--- src/rtl/riscy_pkg.sv ---
// Shared types and constants for the riscy integer issue path.
package riscy_pkg;

    localparam int XLEN    = 32;
    localparam int RADDR_W = 5;

    localparam logic [6:0] OPC_RTYPE = 7'b0110011;
    localparam logic [6:0] OPC_ITYPE = 7'b0010011;
    localparam logic [6:0] F7_BASE   = 7'h00;
    localparam logic [6:0] F7_ALT    = 7'h20;

    typedef enum logic [3:0] {
        ALU_ADD,
        ALU_SUB,
        ALU_SLL,
        ALU_SLT,
        ALU_SLTU,
        ALU_XOR,
        ALU_SRL,
        ALU_SRA,
        ALU_OR,
        ALU_AND
    } alu_op_t;

    typedef enum logic [2:0] {
        S_IDLE,
        S_RS1,
        S_RS2,
        S_EXEC,
        S_WB
    } issue_state_t;

endpackage

--- src/rtl/alu_decode.sv ---
// Combinational RV32 R/I-type ALU instruction decoder.
module alu_decode
    import riscy_pkg::*;
(
    input  logic [31:0]        instr,
    output alu_op_t            alu_op,
    output logic               is_rtype,
    output logic               is_itype,
    output logic               illegal,
    output logic [RADDR_W-1:0] rs1,
    output logic [RADDR_W-1:0] rs2,
    output logic [RADDR_W-1:0] rd,
    output logic [XLEN-1:0]    imm
);

    logic [6:0] opcode;
    logic [2:0] f3;
    logic [6:0] f7;

    assign opcode = instr[6:0];
    assign f3     = instr[14:12];
    assign f7     = instr[31:25];
    assign rd     = instr[11:7];
    assign rs1    = instr[19:15];
    assign rs2    = instr[24:20];

    always_comb begin
        alu_op   = ALU_ADD;
        is_rtype = 1'b0;
        is_itype = 1'b0;
        illegal  = 1'b1;
        imm      = {{(XLEN-12){instr[31]}}, instr[31:20]};
        if (opcode == OPC_RTYPE) begin
            is_rtype = 1'b1;
            case (f3)
                3'd0: begin
                    alu_op  = (f7 == F7_ALT) ? ALU_SUB : ALU_ADD;
                    illegal = !(f7 == F7_BASE || f7 == F7_ALT);
                end
                3'd1: begin alu_op = ALU_SLL;  illegal = (f7 != F7_BASE); end
                3'd2: begin alu_op = ALU_SLT;  illegal = (f7 != F7_BASE); end
                3'd3: begin alu_op = ALU_SLTU; illegal = (f7 != F7_BASE); end
                3'd4: begin alu_op = ALU_XOR;  illegal = (f7 != F7_BASE); end
                3'd5: begin
                    alu_op  = (f7 == F7_ALT) ? ALU_SRA : ALU_SRL;
                    illegal = !(f7 == F7_BASE || f7 == F7_ALT);
                end
                3'd6: begin alu_op = ALU_OR;   illegal = (f7 != F7_BASE); end
                3'd7: begin alu_op = ALU_AND;  illegal = (f7 != F7_BASE); end
                default: ;
            endcase
        end else if (opcode == OPC_ITYPE) begin
            is_itype = 1'b1;
            illegal  = 1'b0;
            case (f3)
                3'd0: alu_op = ALU_ADD;
                3'd2: alu_op = ALU_SLT;
                3'd3: alu_op = ALU_SLTU;
                3'd4: alu_op = ALU_XOR;
                3'd6: alu_op = ALU_OR;
                3'd7: alu_op = ALU_AND;
                3'd1: begin
                    alu_op  = ALU_SLL;
                    illegal = (f7 != F7_BASE);
                    imm     = {{(XLEN-5){1'b0}}, instr[24:20]};
                end
                3'd5: begin
                    alu_op  = (f7 == F7_ALT) ? ALU_SRA : ALU_SRL;
                    illegal = !(f7 == F7_BASE || f7 == F7_ALT);
                    imm     = {{(XLEN-5){1'b0}}, instr[24:20]};
                end
                default: ;
            endcase
        end
    end

endmodule

--- src/rtl/alu_issue_ctrl.sv ---
// Multi-cycle issue controller: fetch operands over one RF port,
// drive the ALU, write back to rd.
module alu_issue_ctrl
    import riscy_pkg::*;
(
    input  logic               clk,
    input  logic               rst,
    input  logic               instr_valid,
    input  logic [31:0]        instr,
    output logic               instr_ready,
    output logic [RADDR_W-1:0] rf_raddr,
    input  logic [XLEN-1:0]    rf_rdata,
    output alu_op_t            alu_op,
    output logic [XLEN-1:0]    alu_a,
    output logic [XLEN-1:0]    alu_b,
    input  logic [XLEN-1:0]    alu_result,
    output logic               rf_we,
    output logic [RADDR_W-1:0] rf_waddr,
    output logic [XLEN-1:0]    rf_wdata,
    output logic               done,
    output logic               illegal
);

    issue_state_t       state;
    logic [31:0]        instr_q;
    logic [XLEN-1:0]    op_a;
    logic [XLEN-1:0]    op_b;
    logic [XLEN-1:0]    wdata;

    alu_op_t            dec_op;
    logic               dec_r;
    logic               dec_i;
    logic               dec_ill;
    logic [RADDR_W-1:0] dec_rs1;
    logic [RADDR_W-1:0] dec_rs2;
    logic [RADDR_W-1:0] dec_rd;
    logic [XLEN-1:0]    dec_imm;

    alu_decode u_dec (
        .instr    (instr_q),
        .alu_op   (dec_op),
        .is_rtype (dec_r),
        .is_itype (dec_i),
        .illegal  (dec_ill),
        .rs1      (dec_rs1),
        .rs2      (dec_rs2),
        .rd       (dec_rd),
        .imm      (dec_imm)
    );

    always_ff @(posedge clk) begin
        if (rst) begin
            state   <= S_IDLE;
            instr_q <= '0;
            op_a    <= '0;
            op_b    <= '0;
            wdata   <= '0;
        end else begin
            case (state)
                S_IDLE: if (instr_valid) begin
                    instr_q <= instr;
                    state   <= S_RS1;
                end
                S_RS1: begin
                    op_a <= rf_rdata;
                    op_b <= dec_imm;
                    if (dec_ill)     state <= S_IDLE;
                    else if (dec_r)  state <= S_RS2;
                    else if (dec_i)  state <= S_EXEC;
                    else             state <= S_IDLE;
                end
                S_RS2: begin
                    op_b  <= rf_rdata;
                    state <= S_EXEC;
                end
                S_EXEC: begin
                    wdata <= alu_result;
                    state <= S_WB;
                end
                S_WB:    state <= S_IDLE;
                default: state <= S_IDLE;
            endcase
        end
    end

    // Outputs are forced low while rst is high, including instr_ready.
    always_comb begin
        instr_ready = 1'b0;
        rf_raddr    = '0;
        alu_op      = ALU_ADD;
        alu_a       = '0;
        alu_b       = '0;
        rf_we       = 1'b0;
        rf_waddr    = '0;
        rf_wdata    = '0;
        done        = 1'b0;
        illegal     = 1'b0;
        if (!rst) begin
            case (state)
                S_IDLE: instr_ready = 1'b1;
                S_RS1: begin
                    if (dec_ill) illegal  = 1'b1;
                    else         rf_raddr = dec_rs1;
                end
                S_RS2: rf_raddr = dec_rs2;
                S_EXEC: begin
                    alu_op = dec_op;
                    alu_a  = op_a;
                    alu_b  = op_b;
                end
                S_WB: begin
                    rf_we    = (dec_rd != '0);
                    rf_waddr = dec_rd;
                    rf_wdata = wdata;
                    done     = 1'b1;
                end
                default: ;
            endcase
        end
    end

endmodule

--- config.mk ---
export PLATFORM = sky130hd
export DESIGN_NAME = alu_issue_ctrl
export DESIGN_NICKNAME = d
export VERILOG_FILES = /design/src/rtl/riscy_pkg.sv /design/src/rtl/alu_decode.sv /design/src/rtl/alu_issue_ctrl.sv
export SDC_FILE = /design/constraint.sdc
export NUM_CORES = 1
export LEC_CHECK = 0
export ABC_AREA = 1
export CORE_ASPECT_RATIO = 1.4
export CORE_MARGIN = 2
export CORE_UTILIZATION = 44
export CTS_CLUSTER_SIZE = 24
export DETAILED_ROUTE_END_ITERATION = 12
export PLACE_DENSITY = 0.79
export SLEW_MARGIN = 20
export SYNTH_ARGS = -nofsm -noshare
export SYNTH_HDL_FRONTEND = slang
export SYNTH_SLANG_ARGS = --single-unit
--- constraint.sdc ---
create_clock -name clk -period 1.7 [get_ports clk]
set_clock_uncertainty 0.15 [all_clocks]
set_input_delay 0.17 -clock clk [delete_from_list [all_inputs] [get_ports clk]]
set_output_delay 0.17 -clock clk [all_outputs]
set_load 0.02 [all_outputs]
# == Yosys cells after proc, flatten, opt, wreduce, memory -nomap -nowiden ==
# Cells that the tools add are included.
# word_totals
reg_bits,131
wordCells,76
output_inout_bits,114
in_bits,99
# classes
n_eq_ne,15
n_reduce_logical,12
n_mux,44
# op_table
operator,count
$mux 32,9
$pmux 32 s2,1
$pmux 4 s8,2
$mux 5,4
$mux 1,16
$mux 4,4
$eq 3x3->1 const B,5
$eq 7x6->1 const B,2
$eq 3x2->1 const B,4
$pmux 3 s4,1
$pmux 5 s2,1
$eq 7x5->1 const B,1
$logic_not 7->1,1
$reduce_bool 7->1,1
$eq 3x1->1 const B,2
$logic_not 3->1,2
$mux 2,3
$reduce_or 6->1,1
$reduce_bool 5->1,1
$pmux 1 s2,2
$reduce_or 2->1,2
$mux 3,1
$ne 2x2->1 const B,1
$reduce_and 2->1,1
other kinds (3),3

# == Longest topological paths before layout ==
# Gate-level depths: netlist (run 1).
# logic_depth
ltp_word,9
depth_mapped,10
mapped_depth_nobuf,10

# == Modules after synthesis ==
# Synthesis (run 1) repeated with hierarchy kept, for this count alone.
# hier_totals
cells_unflattened,1124
hier_area_um2,7041.8
# by_module_without_submodules
mod,seq_area_each_um2,cells_per_inst,area_each_um2,instances
alu_issue_ctrl,2622.5,1015,6426.2,1
alu_decode,0.0,109,615.6,1

# == Worst setup path before layout (run 1) ==
# No wires, ideal clock.
# synth_path
kind,reg2out
from,register state[0]
to,output port alu_op[3]
setup_slack_ns,-0.179
path_buffers,1
required_ns,1.380
stages_incl_launch_ff,6
arrival_time_ns,1.559
cell_sequence,dfxtp_1 inv_1 nor3_2 nand2_1 buf_2 nor4_1
# synth_between
elab_chain_len,3
# synth_rtl
item,line,source
"start, declared",alu_issue_ctrl.sv:24,issue_state_t state;
"start signal, assigned",alu_issue_ctrl.sv:53,state <= S_IDLE;
"start signal, assigned",alu_issue_ctrl.sv:62,state <= S_RS1;
"start signal, assigned",alu_issue_ctrl.sv:67,if (dec_ill) state <= S_IDLE;
$eq 3x2->1,alu_issue_ctrl.sv:99,case (state)
$mux 4,alu_issue_ctrl.sv:99,
$mux 4,alu_issue_ctrl.sv:98,if (!rst) begin
"end, declared",alu_issue_ctrl.sv:13,"output alu_op_t alu_op,"
# Every way passes these cells.

# == Worst setup path after layout (run 1) ==
# layout_path
from,register instr_q[27]
to,output port illegal
# layout_between
elab_chain_len,9
word_cells_on_any_way,12
cone_classes,1 x eq/ne; 7 x mux; 4 x reduce/logical
# layout_rtl
item,line,source
"start, declared",alu_issue_ctrl.sv:25,logic [31:0] instr_q;
"start signal, assigned",alu_issue_ctrl.sv:61,instr_q <= instr;
$eq 7x6->1 or $logic_not 7->1 (tied branches),"alu_decode.sv:38, alu_decode.sv:46, alu_decode.sv:69",
$logic_or 1x1->1,"alu_decode.sv:38, alu_decode.sv:46, alu_decode.sv:69",
$logic_not 1->1,"alu_decode.sv:38, alu_decode.sv:46, alu_decode.sv:69",
$pmux 1 s2,alu_decode.sv:55,case (f3)
$mux 1,alu_decode.sv:52,end else if (opcode == OPC_ITYPE) begin
$mux 1 *,alu_decode.sv:33,if (opcode == OPC_RTYPE) begin
$mux 1 *,alu_issue_ctrl.sv:102,if (dec_ill) illegal = 1'b1;
$mux 1 *,alu_issue_ctrl.sv:99,
$mux 1 *,alu_issue_ctrl.sv:98,
"end, declared",alu_issue_ctrl.sv:21,output logic illegal
# Every way passes the cells marked *; elsewhere a longest branch is shown, timed or not.

==> flow_metrics.tcl, run 1 <==
set metrics [dict create \
    slowest_delay_ns 0.34 \
    routabilityCongestion 0.835 \
    drive_gt1_frac 0.354 \
    slew_violations 0 \
    synth_edf_count 0 \
    synthCells 808 \
    die_h_um 138 \
    first_pass_iters 5 \
    place_hpwl_um 11700 \
    yosys_warnings 0 \
    whs_ns 0.102 \
    syn-num-nets 907 \
    n_antenna_cell 0 \
    drt_iter0_drc 313 \
    htreeDepth 4 \
    die-area_um2 13800 \
    synthTopCellsByCount "nor2_1 (163), dfxtp_1 (131), inv_1 (121)" \
    cts.sinks 131 \
    hold_class "input pin to flop" \
    synth_area_um2 5660 \
    crit_family "simple AND/OR/NAND/NOR gates" \
    post-route-drc-count 0 \
    nets 1176 \
    fin_ws_ns -0.444 \
    fp-row-count 49 \
    power_density_nw_per_um2 854 \
    grt_util_all_layers 0.253 \
    die-width_um 99.9 \
    root_buffer "clkbuf_16" \
    asyncSetResetFlopFracSynth 0 \
    worstSkewPairLatency_ns 0.42 \
    antenna_left 0 \
    avgSynthCellArea_um2 7.00 \
    start_kind "flop" \
    status "complete, but fails checks" \
    synth.top_cell.area_share 0.463 \
    routedWlPerCell_um 17.8 \
    fin_crit_ns 2.14 \
    core_um2 12700 \
    end_kind "output port" \
    synthTopCellsByArea "dfxtp_1 (46%), nor2_1 (11%), o21ai_0 (8.6%), inv_1 (8.0%), a21oi_1 (8.0%)" \
    start_util 0.446 \
    clockBufferDepth 2 \
    fillers 830 \
    grt_pass1_vias 5855 \
    critPathArrivalTime_ns 1.82 \
    grt_pass1_wl_um 28000 \
    ys_ff_latch 131 \
    power.leakage_uw 0.00394 \
    fin_util 0.797 \
    numCtsBuffers 17 \
    syn2layout_area_growth_pct 78.6 \
    final.period_utilization 1.26 \
    hold_viol_final 0 \
    synth.largest_area_cell "dfxtp_1" \
    vias_per_cell 5.26 \
    worst_pin_slew_ns 0.587 \
    path_clk_slew_ns 0.06 \
    yosys.cell_types.count 25 \
    violations "negative setup slack" \
    antenna_found_initial 0 \
    worstPathRequired_ns 1.38 \
    io_pins 213 \
    fmax_mhz 466 \
    synth-main-ff-cell "dfxtp_1" \
    crit_fanout 7 \
    yosysMostFrequentCell "nor2_1" \
    io_buffers 212 \
    critical_path_class "flop to output port" \
    cpMaxStageDelayCell "dfxtp_2" \
    rsz0062_at_grt "yes" \
    finalSetupViolCount 159 \
    critPathBufInv 2 \
    synth-seq-area-share 0.463 \
    maxSlewHeadroom 0.609 \
    max_cap_viol_count 0 \
    vias 6535 \
    ir_worst_vdd_mv 0.718 \
    gr-total-overflow 0 \
    worstPathCellList "nor2_2 > nand2_2 > nor2_2 > nor2_1 > nand2_2 > nand2_2 > nand2_4 > buf_4 > nor3_4 > buf_6" \
    grt_max_degree 53 \
    cts_tree "built" \
    path_common_cell "nand2_2" \
    wl_um 22100 \
]
## metal layers
metal	GRT usage	up-vias	share of wire
met4	0.117	0	0.048
met5	0	-	0
met3	0.0602	82	0.060
met2	0.442	272	0.54
met1	0.287	3069	0.35
li1	-	3112	-
## cell type report
| class | instances | area, µm² | area share |
|---|---|---|---|
| flip-flops and latches | 131 | 2640 | 0.261 |
| clock buffers | 19 | 453 | 0.0448 |
| clock inverters | 12 | 203 | 0.0201 |
| inverters | 127 | 507 | 0.0501 |
| multi-input cells | 498 | 3070 | 0.303 |
| well taps | 153 | 191 | 0.0189 |
| repair buffers | 302 | 3050 | 0.302 |
## metrics by stage
step	TNS [ns]	cell area, µm²	instances	power [µW]	setup WS, ns
after floorplan	0	5670	808	3800	0.0209
after global placement	-39.81	8170	1176	4210	-0.431
after detailed placement	-42.28	8170	1176	4230	-0.512
after CTS	-26.49	8850	1211	8320	-0.442
after global routing	-45.79	10100	1242	8930	-0.536
final	-33.59	10100	1242	8640	-0.444
## kinds of logic after synthesis
family | Yosys count | synth area share
flops | 131 | 0.463
buf+inv | 179 | 0.133
compound gates | 221 | 0.205
simple gates | 277 | 0.198
## path summary, 6_finish.rpt
check               to  depth (start not counted)  slack, ns   startpoint
max            illegal                         10      -0.44  instr_q[27]
min           state[2]                          5       0.10          rst
max reg2reg   op_a[21]                          9      -0.18     state[2]
min reg2reg  wdata[28]                          2       0.30    wdata[28]
## registers in the layout (all words and copies together), names as in the netlist
name	count
op_a	32
op_b	32
wdata	32
instr_q	32
state	3
## cell usage in the layout (no fill, tap or decap), drive strengths merged, types with 16 or more instances in the layout
cell,Yosys,final
clkdlybuf4s50,0,97
a31oi,27,27
nand3,16,16
nor2,164,164
a21oi,90,90
dfxtp,131,131
nand2,90,90
inv,127,128
clkbuf,26,29
o21ai,98,98
buf,26,193
## report_power, final
part	switching [µW]	internal, µW	leakage [µW]
clock network	1410	2680	0.000320
logic	620	581	0.00254
registers	93.9	3250	0.00108
## what timing repair did
action / 4_1_cts / 5_1_grt
gates resized for setup: 572 / 277
hold buffers: 2 / 0
pin swaps: 8 / 30
setup endpoints to repair: 198 / 152
buffers inserted: 2 / 17
endpoints found under the hold margin: 1 / 0
gates cloned: 0 / 16
## worst reg2reg max path, cell delays in order, from the launching register on
cell       delay, ns
dfxtp_2         0.34
buf_6           0.13
inv_6           0.06
nand3_4         0.11
buf_6           0.16
buf_6           0.11
buf_12          0.14
buf_8           0.14
clkbuf_16       0.16
a21oi_1         0.25
Note: power is estimated with default switching activity, not from simulation.
==> inputs of run 2 (changes only) <==
--- a/config.mk
+++ b/config.mk
@@ -11,7 +11,7 @@
 export CORE_UTILIZATION = 44
 export CTS_CLUSTER_SIZE = 24
 export DETAILED_ROUTE_END_ITERATION = 12
-export PLACE_DENSITY = 0.79
+export PLACE_DENSITY_LB_ADDON = 0.05
 export SLEW_MARGIN = 20
 export SYNTH_ARGS = -nofsm -noshare
 export SYNTH_HDL_FRONTEND = slang
==> run 2 against run 1 <==
Largest power group unchanged. Clock-buffer cell count grew 1. Critical endpoint is now alu_b[12]. The flow still finishes with violations (negative setup slack). Highest routed layer unchanged. Global-route usage grew 1.6 points. Power shrank 2.1%. Final area grew 8.5%. Maximum frequency shrank 0.48%.
==> flow_metrics.tcl, run 2 (synthesis results as in run 1) <==
set metrics [dict create \
    grt_pass1_vias 6077 \
    worstRegToRegCells 9 \
    mostFrequentLayoutCells "buf_6 (120), dfxtp_1 (117), inv_1 (114)" \
    layout_commonest_cell "buf_6" \
    worstHoldPathCells 3 \
    dp.cells 1191 \
    worst_pin_slew_ns 0.633 \
    crit_fanout 6 \
    critPathArrivalTime_ns 1.83 \
    grt_util_all_layers 0.269 \
    fmax_mhz 464 \
    status "complete, but fails checks" \
    nets 1199 \
    r2r-start "state[2]" \
    antenna_left 0 \
    routabilityCongestion 0.821 \
    cts_hold_buffers 0 \
    routedWlPerCell_um 18.1 \
    grt_max_degree 61 \
    worstSkewPairLatency_ns 0.41 \
    gr-total-overflow 0 \
    die_h_um 138 \
    path_clk_slew_ns 0.06 \
    fin_ws_ns -0.455 \
    io_buffers 212 \
    root_buffer "clkbuf_16" \
    worstPathRequired_ns 1.38 \
    vias_per_cell 5.34 \
    fin_cells 1267 \
    die-width_um 99.9 \
    io_pins 213 \
    violations "negative setup slack" \
    hold_viol_final 0 \
    syn2layout_area_growth_pct 93.8 \
    die-area_um2 13800 \
    end_kind "output port" \
    fp-row-count 49 \
    start_kind "flop" \
    clockBufferDepth 2 \
    start_util 0.446 \
    core_um2 12700 \
    drive_gt1_frac 0.397 \
    cts_tree "built" \
    rsz0062_at_grt "yes" \
    first_pass_iters 5 \
    final.period_utilization 1.27 \
    power_density_nw_per_um2 771 \
    hold_start "instr[4]" \
    hold_class "input pin to flop" \
    finalSetupViolCount 159 \
    whs_endpoint "instr_q[4]" \
    post-place-ws_ns -0.673 \
    drt_iter0_drc 331 \
    vias 6766 \
    place_hpwl_um 11800 \
    cts.sinks 131 \
    grt_pass1_wl_um 29600 \
    slew_violations 0 \
    critical_path_class "flop to output port" \
    wl_um 22900 \
    maxSlewHeadroom 0.578 \
    ir_worst_vdd_mv 0.689 \
    max_cap_viol_count 0 \
    htreeDepth 4 \
    numCtsBuffers 17 \
    antenna_found_initial 1 \
    fin_crit_ns 2.15 \
    r2r_end "op_a[7]" \
    r2r_slack_ns -0.15 \
    post-route-drc-count 0 \
    power.leakage_uw 0.00414 \
]
-- run 2: repair_timing --
| item | in CTS | in global routing |
|---|---|---|
| gates cloned | 8 | 9 |
| gates resized for setup | 771 | 280 |
| pin swaps | 16 | 25 |
| buffers inserted | 11 | 21 |
| endpoints found under the setup margin | 180 | 210 |
-- run 2: per-layer routing --
metal  vias to the layer above  part of all wire  wire length [µm]  GRT usage
met5                         -                 0                 0          0
met4                         0             0.041               927     0.0865
met3                        77             0.056              1280     0.0652
met2                       298              0.54             12400      0.496
met1                      3218              0.36              8260      0.297
li1                       3173                 -                 -          -
-- run 2: how the worst max path moves through the flow --
stage	from	end	slack, ns	cells after the start
after floorplan	instr_q[31]	rf_raddr[0]	0.02	9
after global placement	rst	alu_op[1]	-0.64	7
after detailed placement	rst	alu_op[1]	-0.67	7
after CTS	instr_q[1]	alu_op[1]	-0.46	9
after global routing	instr_q[1]	rf_raddr[2]	-0.52	10
final	state[0]	alu_b[12]	-0.45	8
-- run 2: final cells by class --
type | instances | area, µm²
Clock inverter | 12 | 181
Timing Repair Buffer | 325 | 3720
Multi-Input combinational cell | 498 | 3280
Inverter | 127 | 502
Clock buffer | 20 | 447
Sequential cell | 131 | 2640
Tap cell | 153 | 191
Fill cell | 664 | 1730
Antenna cell | 1 | 2.50
-- run 2: report_power, final --
part           switching [µW]  internal [µW]  total [µW]  leakage [µW]
Clock                    1390           2500        3890      0.000292
Sequential               85.0           3250        3340       0.00108
Combinational             640            589        1230       0.00277
-- run 2: critical path, cell delays in order (launching register included) --
cell     delay (ns)
dfxtp_2        0.34
inv_2          0.06
nor3_4         0.22
nand2_4        0.16
buf_12         0.18
buf_16         0.15
buf_12         0.13
nor2_4         0.07
buf_6          0.12
-- run 2: through the flow --
step	hold slack, ns	power, µW	TNS, ns	cell area (µm²)	utilization
6_report	0.191	8450	-37.55	11000	0.864
5_1_grt	0.188	8720	-48.39	11000	0.864
4_1_cts	0.177	8180	-48.98	9800	0.772
3_5_place_dp	0.294	4270	-68.53	8360	0.659
3_3_place_gp	0.289	4260	-64.47	8360	0.659
2_1_floorplan	0.155	3800	0	5670	-
==> inputs of run 3 (changes only) <==
--- a/config.mk
+++ b/config.mk
@@ -12,6 +12,7 @@
 export CTS_CLUSTER_SIZE = 24
 export DETAILED_ROUTE_END_ITERATION = 12
 export PLACE_DENSITY_LB_ADDON = 0.05
+export SETUP_SLACK_MARGIN = 0.1
 export SLEW_MARGIN = 20
 export SYNTH_ARGS = -nofsm -noshare
 export SYNTH_HDL_FRONTEND = slang
==> constraint.sdc (replaced) <==
create_clock -name clk -period 1.7 [get_ports clk]
set_clock_uncertainty 0.15 [all_clocks]
set_input_delay 0.17 -clock clk [delete_from_list [all_inputs] [get_ports clk]]
set_output_delay 0.17 -clock clk [all_outputs]
set_load 0.005 [all_outputs]
==> run 3 against run 2 <==
The flow still finishes with violations (negative setup slack). Power grew 11%. Final area grew 7.3%. Register-to-register slack lost 0.28 ns. Clock power grew 11%. First-iteration DRC count grew 100%. Clock-buffer cell count shrank 1. Cell count grew 2.9%. Critical path depth is the same. Sequential share of layout area shrank 1.6 points. Largest cell class is now multi-input combinational cells.
==> flow_metrics.tcl, run 3 (synthesis results as in run 1) <==
set metrics [dict create \
    status "complete, but fails checks" \
    violations "negative setup slack" \
    die-area_um2 13800 \
    cpMaxStageDelayCell "dfxtp_2" \
    worst_pin_slew_ns 0.591 \
    vias 7651 \
    fin_util 0.927 \
    htreeDepth 4 \
    place_hpwl_um 11300 \
    path_clk_slew_ns 0.06 \
    mostFrequentLayoutCells "dfxtp_1 (119), inv_1 (116), clkdlybuf4s50_1 (98)" \
    first_pass_iters 5 \
    pwr-share-comb 0.182 \
    rsz0062_at_grt "yes" \
    max_cap_viol_count 0 \
    syn2layout_area_growth_pct 108 \
    place_area_um2 8230 \
    antenna_found_initial 0 \
    root_buffer "clkbuf_16" \
    cts.sinks 131 \
    worstPathRequired_ns 1.38 \
    grt_max_degree 65 \
    hold_class "input pin to flop" \
    vias_per_cell 5.87 \
    final.period_utilization 1.36 \
    drive_gt1_frac 0.507 \
    hold_viol_final 0 \
    hold_start "instr[2]" \
    critical_path_class "flop to output port" \
    fillers 412 \
    numCtsBuffers 17 \
    whs_ns 0.173 \
    grt_pass1_wl_um 30500 \
    switchingPower_uw 2490 \
    worstHoldPathCells 3 \
    power_frac_seq 0.358 \
    maxSlewHeadroom 0.606 \
    clockBufferDepth 2 \
    fmax_mhz 432 \
    worstRegToRegCells 16 \
    grt_util_all_layers 0.279 \
    wl_um 30200 \
    die-width_um 99.9 \
    post-place-ws_ns -0.463 \
    switching_share 0.266 \
    r2r-start "instr_q[28]" \
    io_buffers 212 \
    end_kind "output port" \
    antenna_left 0 \
    gr-total-overflow 0 \
    post-route-drc-count 0 \
    crit_fanout 6 \
    finalSetupViolCount 204 \
    routedWlPerCell_um 23.1 \
    grt_pass1_vias 6315 \
    cts_hold_buffers 0 \
    crit_family "buffers and inverters" \
    ir_worst_vdd_mv 0.835 \
    die_h_um 138 \
    path_common_cell "buf_12" \
    power_density_nw_per_um2 798 \
    power.leakage_uw 0.00469 \
    design_area_um2 11800 \
    start_kind "flop" \
    slowest_delay_ns 0.35 \
    r2r_slack_ns -0.43 \
    worstPathCellList "inv_2 > nor3_4 > nand2_4 > buf_12 > buf_12 > buf_16 > nor2_1 > buf_2" \
    routabilityCongestion 0.803 \
    fin_ws_ns -0.616 \
    critPathBufInv 5 \
    core_um2 12700 \
    io_pins 213 \
    whs_endpoint "instr_q[2]" \
    n_antenna_cell 0 \
    globalRoute.busiestLayer "met2" \
    fp-row-count 49 \
    fin_crit_ns 2.32 \
    grt_use_met1 0.314 \
    r2r_end "state[0]" \
    cts_tree "built" \
    internal_power_uw 6890 \
    layout_commonest_cell "dfxtp_1" \
    nets 1237 \
    critPathArrivalTime_ns 2.00 \
    grt_util_met2 0.494 \
    start_util 0.446 \
    grt.met3_usage 0.0662 \
    drt_iter0_drc 669 \
    power.share.clock 0.460 \
    worstSkewPairLatency_ns 0.43 \
    slew_violations 0 \
]
## run 3: power groups by stage
| stage | Clock [µW] | Sequential [µW] | Combinational, µW |
|---|---|---|---|
| final | 4320 | 3360 | 1710 |
| after global routing | 4460 | 3370 | 1770 |
| after CTS | 4250 | 3310 | 1110 |
| after detailed placement | 0 | 3370 | 883 |
| after global placement | 0 | 3370 | 880 |
| after floorplan | 0 | 3360 | 426 |
## run 3: how the worst max path moves through the flow
stage	to	cells after the start	from
global route	rf_raddr[3]	11	instr_q[28]
floorplan	alu_a[22]	6	state[0]
global placement	alu_op[1]	7	rst
detailed placement	alu_a[9]	6	rst
finish	alu_a[14]	8	state[1]
CTS	rf_raddr[4]	11	instr_q[28]
## run 3: what timing repair did
item,CTS,global route
resized for setup,463,565
setup buffers,25,32
pin swaps,29,50
setup endpoints to repair,204,242
gates cloned,13,27
## run 3: metrics by stage
step           power [µW]  std cells  setup TNS (ns)
2_1_floorplan        3790        808               0
3_3_place_gp         4250       1182          -43.07
3_5_place_dp         4260       1182          -44.52
4_1_cts              8670       1252          -40.15
5_1_grt              9600       1304          -64.83
6_report             9390       1304          -56.39
## run 3: layout make-up
| class | count | area [µm²] | area share |
|---|---|---|---|
| clock buffer | 19 | 453 | 0.0385 |
| timing repair buffer | 362 | 3820 | 0.325 |
| tap | 153 | 191 | 0.0163 |
| multi-input combinational | 498 | 3890 | 0.330 |
| clock inverter | 13 | 230 | 0.0196 |
| timing repair inverter | 1 | 8.76 | 0.000745 |
| sequential | 131 | 2640 | 0.224 |
| inverter | 127 | 529 | 0.0450 |
## run 3: routing by layer
| layer | vias to the layer above | wire length, µm |
|---|---|---|
| met2 | 566 | 15300 |
| met5 | - | 0 |
| met3 | 215 | 2310 |
| li1 | 3264 | - |
| met4 | 0 | 2680 |
| met1 | 3606 | 9930 |
## run 3: worst register-to-register path, delay by kind of cell (launching register included)
family                 cells  cell delay [ns]
buffers and inverters      7             0.88
and+or+nand+nor            9             0.62
DFF                        1             0.34
